<file path="src/rtl/hazard_control_unit.sv">
// Pipeline hazard sequencer: load-use bubble, taken-branch squash, memory-wait freeze with timeout trap.
// Optional stall statistics counter built only when HAZARD_CTRL_STATS_EN is defined.
module hazard_control_unit #(
    parameter int MEM_TIMEOUT = 15
) (
    input  logic        clk,
    input  logic        rst,
    input  logic        id_a_valid,
    input  logic [3:0]  id_a,
    input  logic        id_b_valid,
    input  logic [3:0]  id_b,
    input  logic        ex_mem_read,
    input  logic [3:0]  ex_dst,
    input  logic        ex_branch_taken,
    input  logic        mem_access,
    input  logic        mem_ready,
    output logic        pc_en,
    output logic        ifid_en,
    output logic        ifid_flush,
    output logic        idex_en,
    output logic        idex_bubble,
    output logic        exmem_en,
    output logic        memwb_bubble,
    output logic        error,
    output logic [1:0]  state,
    output logic [15:0] stall_count
);

    typedef enum logic [1:0] {
        ST_RUN        = 2'b00,
        ST_LOAD_STALL = 2'b01,
        ST_MEM_WAIT   = 2'b10,
        ST_ERROR      = 2'b11
    } state_t;

    localparam logic [7:0] TIMEOUT = 8'(MEM_TIMEOUT);

    state_t     state_q, state_d;
    logic [7:0] wait_cnt_q, wait_cnt_d;
    logic       error_q, error_d;

    logic load_use, mem_stall;
    logic freeze, squash, hold_front, trapped;

    assign load_use  = ex_mem_read &
                       ((id_a_valid & (id_a == ex_dst)) | (id_b_valid & (id_b == ex_dst)));
    assign mem_stall = mem_access & ~mem_ready;

    always_comb begin
        freeze     = 1'b0;
        squash     = 1'b0;
        hold_front = 1'b0;
        trapped    = 1'b0;
        state_d    = state_q;
        wait_cnt_d = wait_cnt_q;
        error_d    = error_q;
        // While rst is high the controls stay at their defaults; the register reset wins anyway.
        if (!rst) begin
            case (state_q)
                ST_RUN, ST_LOAD_STALL: begin
                    if (mem_stall) begin
                        freeze     = 1'b1;
                        state_d    = ST_MEM_WAIT;
                        wait_cnt_d = 8'd1;
                    end else if (ex_branch_taken) begin
                        squash  = 1'b1;
                        state_d = ST_RUN;
                    end else if (load_use) begin
                        hold_front = 1'b1;
                        state_d    = ST_LOAD_STALL;
                    end else begin
                        state_d = ST_RUN;
                    end
                end
                ST_MEM_WAIT: begin
                    if (mem_ready) begin
                        state_d    = ST_RUN;
                        wait_cnt_d = 8'd0;
                    end else begin
                        freeze = 1'b1;
                        if (wait_cnt_q == TIMEOUT) begin
                            state_d = ST_ERROR;
                            error_d = 1'b1;
                        end else begin
                            wait_cnt_d = wait_cnt_q + 8'd1;
                        end
                    end
                end
                default: begin
                    trapped = 1'b1;
                end
            endcase
        end
    end

    always_ff @(posedge clk) begin
        if (rst) begin
            state_q    <= ST_RUN;
            wait_cnt_q <= 8'd0;
            error_q    <= 1'b0;
        end else begin
            state_q    <= state_d;
            wait_cnt_q <= wait_cnt_d;
            error_q    <= error_d;
        end
    end

    assign pc_en        = ~(freeze | hold_front | trapped);
    assign ifid_en      = ~(freeze | hold_front | trapped);
    assign ifid_flush   = squash;
    assign idex_en      = ~(freeze | trapped);
    assign idex_bubble  = squash | hold_front;
    assign exmem_en     = ~(freeze | trapped);
    assign memwb_bubble = freeze | trapped;
    assign error        = error_q & ~rst;
    assign state        = state_q;

`ifdef HAZARD_CTRL_STATS_EN
    logic [15:0] stall_count_q;

    always_ff @(posedge clk) begin
        if (rst) begin
            stall_count_q <= 16'h0000;
        end else if (!pc_en && (state_q != ST_ERROR) && (stall_count_q != 16'hFFFF)) begin
            stall_count_q <= stall_count_q + 16'h0001;
        end
    end

    assign stall_count = stall_count_q;
`else
    assign stall_count = 16'h0000;
`endif

endmodule

</file>
<file path="config.mk">
export PLATFORM = sky130hd
export DESIGN_NAME = hazard_control_unit
export DESIGN_NICKNAME = d
export VERILOG_FILES = /design/src/rtl/hazard_control_unit.sv
export SDC_FILE = /design/constraint.sdc
export NUM_CORES = 1
export LEC_CHECK = 0
export BUFFER_PORTS_ARGS = -buffer_cell sky130_fd_sc_hd__buf_2
export CAP_MARGIN = 0
export CORE_MARGIN = 10
export CORE_UTILIZATION = 39
export CTS_CLUSTER_DIAMETER = 200
export DETAILED_ROUTE_END_ITERATION = 6
export PLACE_DENSITY = 0.75
export SLEW_MARGIN = 25
export SYNTH_ARGS = -nofsm -noshare
export SYNTH_HDL_FRONTEND = slang
export SYNTH_SLANG_ARGS = --single-unit
</file>
<file path="constraint.sdc">
create_clock -name clk -period 1.72 [get_ports clk]
set_input_delay 0.258 -clock clk [delete_from_list [all_inputs] [get_ports clk]]
set_output_delay 0.258 -clock clk [all_outputs]
set_load 0.005 [all_outputs]
</file>
==> results of run 1 <==
==> flip-flops by register name (all words and copies together) (netlist names) <==
signal,count
error_q,1
state,2
wait_cnt_q,8
==> worst min-delay path by stage <==
stage                               end  cells after the start
after global placement          error_q                      2
final                     wait_cnt_q[0]                      2
after detailed placement        error_q                      2
after global routing      wait_cnt_q[0]                      2
after CTS                 wait_cnt_q[0]                      2
after floorplan                 error_q                      2
==> final cells by class <==
| cell class | count | area share, % |
|---|---|---|
| multi-input cells | 79 | 49.25 |
| flip-flops and latches | 11 | 22.01 |
| repair buffers | 37 | 20.52 |
| well taps | 27 | 3.358 |
| clock buffers | 4 | 2.612 |
| inverters | 6 | 2.239 |
==> metrics by stage <==
| step | instance area, sq um | util, % |
|---|---|---|
| global placement | 948.4 | 47.85 |
| finish | 1006 | 50.76 |
| CTS | 980.9 | 49.49 |
| detailed placement | 948.4 | 47.85 |
| global route | 1006 | 50.76 |
| floorplan | 870.8 | - |
==> synth_stat cells <==
library cell   n  area (sq um)
ha_1           1         12.51
conb_1         1         3.750
nor2b_1        1         6.260
inv_2          1         3.750
nor3_1         3         15.01
nor4_1         1         6.260
xnor2_1        8         70.07
or3_1          1         6.260
and2_1         2         12.51
and3_1         1         6.260
a311oi_4       1         26.28
dfxtp_1       11         220.2
xor2_1         6         52.55
inv_1          5         18.77
a21oi_1        3         15.01
a41oi_1        1         8.760
mux2i_1        1         10.01
a21oi_2        2         17.52
o21ai_0        1         5.000
nor2_1        11         41.29
nand2_1        4         15.01
o21ai_1        2         10.01
clkbuf_1       1         3.750
nand3b_1       1         7.510
nand2b_1       2         12.51
nor4_2         1         12.51
nand3_1        3         15.01
buf_4         18         135.1
nand4_1        5         31.28
nor2b_4        1         13.76
==> critical path: cells and delay by family (launching register included) <==
| kind | cells | cell delay [ps] |
|---|---|---|
| simple gates | 3 | 310 |
| fa+ha+maj | 1 | 220 |
| buf+inv | 1 | 200 |
| flops | 1 | 320 |
| compound gates | 1 | 280 |
| xor+xnor | 1 | 150 |
==> cells by family after synthesis <==
group	count (synthesis)	share of synthesized area [%]
AND/OR/NAND/NOR	37	24.73
buffers and inverters	25	19.82
XOR/XNOR	14	15.05
flip-flops	11	27.04
AO/OA/AOI/OAI	10	10.14
adder cells (fa/ha/maj)	1	1.536
other	1	0.4604
multiplexers	1	1.229
==> metal layers <==
| metal | routed length, um | part of all wire [%] |
|---|---|---|
| met5 | 0 | 0 |
| met4 | 55 | 2.7 |
| met3 | 160 | 7.8 |
| met2 | 1139 | 56 |
| met1 | 696 | 34 |
==> where the power goes <==
group          switching (mW)  internal, mW  leakage, nW  total (mW)
registers             0.00488         0.260       0.0894       0.264
logic                  0.0682        0.0624        0.365       0.131
clock network          0.0885        0.0899       0.0150       0.178
==> cells in the final DEF, fill, tap and decap left out, types with 3 or more instances in the layout <==
master and instances:
a21oi_1 3, buf_2 30, buf_4 6, clkbuf_4 3, conb_1 16, dfxtp_1 10
inv_1 5, nand2_1 4, nand3_1 3, nand4_1 5, nor2_1 11, nor3_1 3
xnor2_1 8, xor2_1 6
==> timing repair <==
action / in CTS / in global routing
pin swaps: 0 / 2
cloned: 0 / 1
endpoints found under the setup margin: 2 / 7
setup buffers: 0 / 2
gates resized for setup: 1 / 2
==> results.cfg, run 1 <==
[run_status]
status = finished, final reports clean

[drt]
drcViolationCount = 0
first_iter_violations = 26
finalWirelength_mm = 2.051
vias_per_cell = 4.604
num_vias = 755
dr.pass1.iters = 4
post_drt_wl_per_cell_um = 12.51
antenna_left = 0

[floorplan]
rows = 16
design.core.area_sq_um = 1982
die_w_um = 65.70
dieHeight_um = 65.70
fp.dieArea_sq_um = 4316
initial_utilization_pct = 41.10
io_pins = 46

[flow_run]
cap_violations = 0

[grt]
gr-total-overflow = 0
grt-busiest-layer = met2
grt_usage_pct = 8.763
grt_pass1_wl_mm = 3.036
use_met2_pct = 16.18
grt_util_met1_pct = 7.225
antenna_found_initial = 0
grt_pass1_vias = 735
use_met3_pct = 3.051
grt_max_degree = 10

[setup_path]
path_cells = ha_1 -> nor2b_4 -> a311oi_4 -> buf_2 -> nand4_1 -> xnor2_1 -> nor2_1
cp.required_ps = 1850
startpoint = wait_cnt_q[0]
reg2reg_depth = 7
critPathKind = register to register
cp_slowest_cell = dfxtp_1
cp.arrival_ps = 1740
endpoint = wait_cnt_q[6]
end_kind = register
timing.rr.end = wait_cnt_q[6]
critPathLaunchType = register
r2r_setup_slack_ps = 110
crit_fanout = 3
slowest_delay_ps = 320
r2r_start = wait_cnt_q[0]

[sta]
finalCriticalPeriod_ps = 1615
max_slew_margin_pct = 45.29
hold-worst-slack_ps = 246.2
tns_ps = 0
worstMarginPinSlew_ps = 812.0
rsz0062_at_grt = no
max_freq_mhz = 619.4
skew_ps = 2.577
hold_viol = 0
finalCritPeriodShare_pct = 93.87
setup_viol = 0
slew_violations = 0
fin_ws_ps = 105.5

[placement]
placedCellCount = 157
finalWeightedCongestion = 0.8211
hpwlAfterDp_mm = 1.675
dp_slack_ps = 2.870
io_buffer_count = 29

[pwr]
total_power_uw = 573.4
p_per_area_nw_per_um2 = 570.0
vdd_ir_drop_max_mv = 0.2032
leakagePower_nw = 0.4697

[clocking]
cts_tree = yes
htree_levels = 1
root_buffer = clkbuf_4
clkSlewWorstSetupHoldPaths_ps = 70
insertion_delay_ps = 270
ctsHoldBuffers = 0
cts_buffer_depth = 2
clock_sinks = 11
cts_inserted_buffers = 3

[layout]
nets = 159
multiInputGateArea_sq_um = 495.5
fin_cells = 164
drive_gt1_share_pct = 35.04
register_area_sq_um = 221.5
area_growth_pct = 23.50
fillerInstances = 195
antenna_cells = 0

[yosys]
synthCells = 100
synth_area_per_cell_sq_um = 8.145
synth_seq_cells = 11
yosysUniqueCellTypes = 30
yosysWarnings = 0
ys_seq_area_share_pct = 27.04
netlist_area_sq_um = 814.5

[min_path]
min_from = rst
min_path_type = input port to register
(Power assumes the default switching activity.)
==> inputs of run 2 (changes only) <==
Settings changed: CORE_UTILIZATION 39 to 41, CTS_BUF_LIST set to sky130_fd_sc_hd__clkbuf_4, PLACE_DENSITY 0.75 to 0.78.
==> run 2 against run 1 <==
Via count decreased by 2.1%. Core utilization increased by 1.5 points. Clock power about the same. Power increased by 0.20%. First-iteration DRC count decreased by 81%. Final cell count decreased by 1.2%. Critical endpoint is now ifid_en. Cell area decreased by 0.12%. Largest power group unchanged. Fmax increased by 3.2%. Die area decreased by 3.4%.
==> results.cfg, run 2 (synthesis gave the netlist of run 1 again) <==
[drt]
dr.pass1.iters = 4
num_vias = 739
post_drt_wl_per_cell_um = 12.25
drcViolationCount = 0
antenna_left = 0
finalWirelength_mm = 1.984
first_iter_violations = 5
vias_per_cell = 4.562

[grt]
grt_usage_pct = 9.151
grt_max_degree = 10
antenna_found_initial = 0
gr-total-overflow = 0
grt_pass1_wl_mm = 3.139
grt_pass1_vias = 749

[layout]
area_growth_pct = 23.35
top_register = wait_cnt_q
largest_register_ffs = 8
fin_cells = 162
mostFrequentLayoutCell = buf_2
fillerInstances = 188
nets = 157
final_cell_mix = buf_2 (30), conb_1 (16), nor2_1 (11), dfxtp_1 (9), xnor2_1 (8)
antenna_cells = 0
drive_gt1_share_pct = 36.30

[sta]
max_freq_mhz = 638.9
skew_ps = 1.348
slew_violations = 0
finalCritPeriodShare_pct = 90.99
max_slew_margin_pct = 48.66
hold_viol = 0
setup_viol = 0
worstMarginPinSlew_ps = 762.0
tns_ps = 0
finalCriticalPeriod_ps = 1565
rsz0062_at_grt = no

[floorplan]
dieHeight_um = 64.57
initial_utilization_pct = 42.38
rows = 16
io_pins = 46
design.core.area_sq_um = 1922
fp.dieArea_sq_um = 4169
die_w_um = 64.57

[clocking]
cts_tree = yes
clock_sinks = 11
root_buffer = clkbuf_4
htree_levels = 1
cts_buffer_depth = 2
insertion_delay_ps = 270
cts_setup_buffers = 0
cts_inserted_buffers = 3
clkSlewWorstSetupHoldPaths_ps = 70
ctsHoldBuffers = 0

[min_path]
whs_path_depth = 2
min_to = wait_cnt_q[0]
min_from = rst
min_path_type = input port to register

[setup_path]
r2r_start = wait_cnt_q[0]
r2r_setup_slack_ps = 150
reg2reg_depth = 7
cp.required_ps = 1460
crit_fanout = 2
timing.rr.end = wait_cnt_q[5]
startpoint = ex_dst[2]
cp.arrival_ps = 1310
critPathKind = input port to primary output
critPathLaunchType = input port
end_kind = primary output

[pwr]
swShare_pct = 29.28
pwr-share-seq_pct = 46.0
p_per_area_nw_per_um2 = 571.8
vdd_ir_drop_max_mv = 0.3089
pwr-share-clk_pct = 31.3
intPower_uw = 406.3
comb_power_share_pct = 22.7
power_switching_uw = 168.2
leakagePower_nw = 0.4665

[run_status]
status = finished, final reports clean

[flow_run]
cap_violations = 0

[placement]
finalWeightedCongestion = 0.8242
placedCellCount = 157
hpwlAfterDp_mm = 1.695
io_buffer_count = 29
run 2: cell type report:
type	instances	area (sq um)	area share, %
clock buffers	3	22.52	2.242
clock inverters	1	5.005	0.4981
inverters	6	22.52	2.242
multi-input cells	79	506.7	50.44
flip-flops and latches	11	222.7	22.17
well taps	27	33.78	3.362
repair buffers	35	191.4	19.05
run 2: how the worst max path moves through the flow:
| stage | to | slack (ps) |
|---|---|---|
| final | ifid_en | 150 |
| after global placement | ifid_en | 20 |
| after detailed placement | ifid_en | 3 |
| after CTS | wait_cnt_q[6] | 50 |
| after floorplan | wait_cnt_q[0] | 40 |
| after global routing | ifid_en | 20 |
run 2: metal layers:
layer	vias up	wire (um)	global-route usage (%)
met5	-	0	0
li1	370	-	-
met1	346	664	7.115
met4	0	26	3.209
met3	4	151	4.296
met2	19	1142	18.84
run 2: stage by stage:
stage	cell area, sq um	hold slack [ps]	setup slack [ps]	util [%]	power (mW)
floorplan	870.8	432.3	39.72	-	0.3650
detailed placement	948.4	466.6	3.233	49.35	0.3908
finish	1005	227.1	154.9	52.28	0.5745
global placement	948.4	471.4	16.28	49.35	0.3872
global route	1005	245.4	16.94	52.28	0.6115
CTS	982.2	223.7	50.96	51.11	0.5750
run 2: power by group through the flow:
stage          sequential (mW)  clock [mW]  combinational [mW]
4_1_cts                  0.264       0.187               0.124
3_3_place_gp             0.270           0               0.118
3_5_place_dp             0.270           0               0.121
2_1_floorplan            0.271           0              0.0940
6_report                 0.264       0.180               0.130
5_1_grt                  0.265       0.201               0.146
run 2: repair_timing:
item / 4_1_cts / 5_1_grt
pin swaps: 0 / 2
setup endpoints to repair: 2 / 6
resized for setup: 1 / 5
cloned: 0 / 1
run 2: critical path: stages:
cell and delay [ps]:
buf_2 120, xnor2_1 150, nand2_1 100, nor4_4 290, o21ai_1 110, and2_1 170, buf_2 120
==> inputs of run 3 (changes only) <==
Settings changed: PLACE_DENSITY 0.78 to unset, PLACE_DENSITY_LB_ADDON set to 0.15.
==> run 3 against run 2 <==
Via count down 1.1%. Global-route usage grew 0.29 points. Clock skew rose by 0.75 ps. Sequential power is essentially flat. First-iteration DRC count grew to 2.6 times the previous value. Critical path type unchanged. Largest cell class unchanged.
==> results.cfg, run 3 (synthesis gave the netlist of run 1 again) <==
[clocking]
cts_inserted_buffers = 3
cts_tree = yes
ctsHoldBuffers = 0
insertion_delay_ps = 270
htree_levels = 1
clkSlewWorstSetupHoldPaths_ps = 70
clock_sinks = 11
root_buffer = clkbuf_4
cts_buffer_depth = 2

[floorplan]
rows = 16
io_pins = 46
initial_utilization_pct = 42.38
design.core.area_sq_um = 1922
dieHeight_um = 64.57
fp.dieArea_sq_um = 4169
die_w_um = 64.57

[sta]
setup_viol = 0
hold_viol = 0
slew_violations = 0
worstMarginPinSlew_ps = 866.0
max_freq_mhz = 629.0
tns_ps = 0
rsz0062_at_grt = no
skew_ps = 2.099
max_slew_margin_pct = 41.65
hold-worst-slack_ps = 245.4
finalCritPeriodShare_pct = 92.43
finalCriticalPeriod_ps = 1590

[setup_path]
worst-path-buf-inv = 2
path_cells = buf_2 -> xnor2_1 -> nand2_1 -> nor4_4 -> o21ai_1 -> and2_1 -> buf_2
cp_slowest_cell = nor4_4
cp.arrival_ps = 1330
end_kind = primary output
critPathKind = input port to primary output
cp_top_family = simple AND/OR/NAND/NOR gates
crit_path_frequent_cell = buf_2
crit_fanout = 2
critPathLaunchType = input port
startpoint = ex_dst[2]
slowest_delay_ps = 290
r2r_start = wait_cnt_q[0]
cp.required_ps = 1460

[drt]
first_iter_violations = 13
drcViolationCount = 0
post_drt_wl_per_cell_um = 11.91
num_vias = 731
antenna_left = 0
dr.pass1.iters = 4
finalWirelength_mm = 1.942
vias_per_cell = 4.485

[placement]
io_buffer_count = 29
hpwlAfterDp_mm = 1.650
finalWeightedCongestion = 0.8558

[layout]
multiInputGateArea_sq_um = 516.7
largest_register_ffs = 8
fin_util_pct = 53.39
top_register = wait_cnt_q
final_cell_mix = buf_2 (29), conb_1 (16), nor2_1 (11), dfxtp_1 (10), xnor2_1 (7)
drive_gt1_share_pct = 36.76
fillerInstances = 185
area_growth_pct = 25.96
register_area_sq_um = 221.5
antenna_cells = 0
mostFrequentLayoutCell = buf_2
nets = 158

[run_status]
status = finished, final reports clean

[flow_run]
cap_violations = 0

[grt]
grt_max_degree = 9
gr-total-overflow = 0
grt_pass1_vias = 780
antenna_found_initial = 0
grt_pass1_wl_mm = 3.291
grt_usage_pct = 9.443

[min_path]
min_from = rst
min_path_type = input port to register

[pwr]
leakagePower_nw = 0.4760
p_per_area_nw_per_um2 = 574.1
total_power_uw = 589.0
vdd_ir_drop_max_mv = 0.4898
## run 3: report_power, final
part	internal, mW	leakage, nW	switching [mW]
Sequential	0.259	0.0895	0.00469
Clock	0.106	0.0184	0.0868
Combinational	0.0620	0.368	0.0705
Total	0.427	0.476	0.162
## run 3: layer usage
| metal | track usage [%] | wire, um |
|---|---|---|
| met1 | 9.198 | 683 |
| met2 | 16.63 | 1049 |
| met3 | 5.326 | 192 |
| met4 | 2.941 | 16 |
| met5 | 0 | 0 |
## run 3: metrics by stage
stage | worst slack (ps) | std cells | instance area, sq um
floorplan | 39.72 | 115 | 870.8
global placement | 66.71 | 159 | 963.4
detailed placement | 57.99 | 159 | 963.4
CTS | 38.40 | 163 | 993.5
global route | 1.909 | 163 | 1026
finish | 130.2 | 163 | 1026
## run 3: cell type report
| type | count | share of cell area [%] |
|---|---|---|
| Multi-Input combinational cell | 79 | 50.37 |
| Sequential cell | 11 | 21.59 |
| Timing Repair Buffer | 36 | 19.63 |
| Tap cell | 27 | 3.293 |
| Clock buffer | 4 | 2.927 |
| Inverter | 6 | 2.195 |
## run 3: final timing paths
check | cells after the start | slack [ps] | to
min reg2reg | 2 | 480 | error_q
min | 2 | 250 | wait_cnt_q[0]
max | 7 | 130 | ifid_en
max reg2reg | 7 | 130 | wait_cnt_q[6]
## run 3: timing repair
| item | 4_1_cts | 5_1_grt |
|---|---|---|
| resized for setup | 0 | 6 |
| setup buffers | 0 | 0 |
| endpoints found under the setup margin | 0 | 7 |
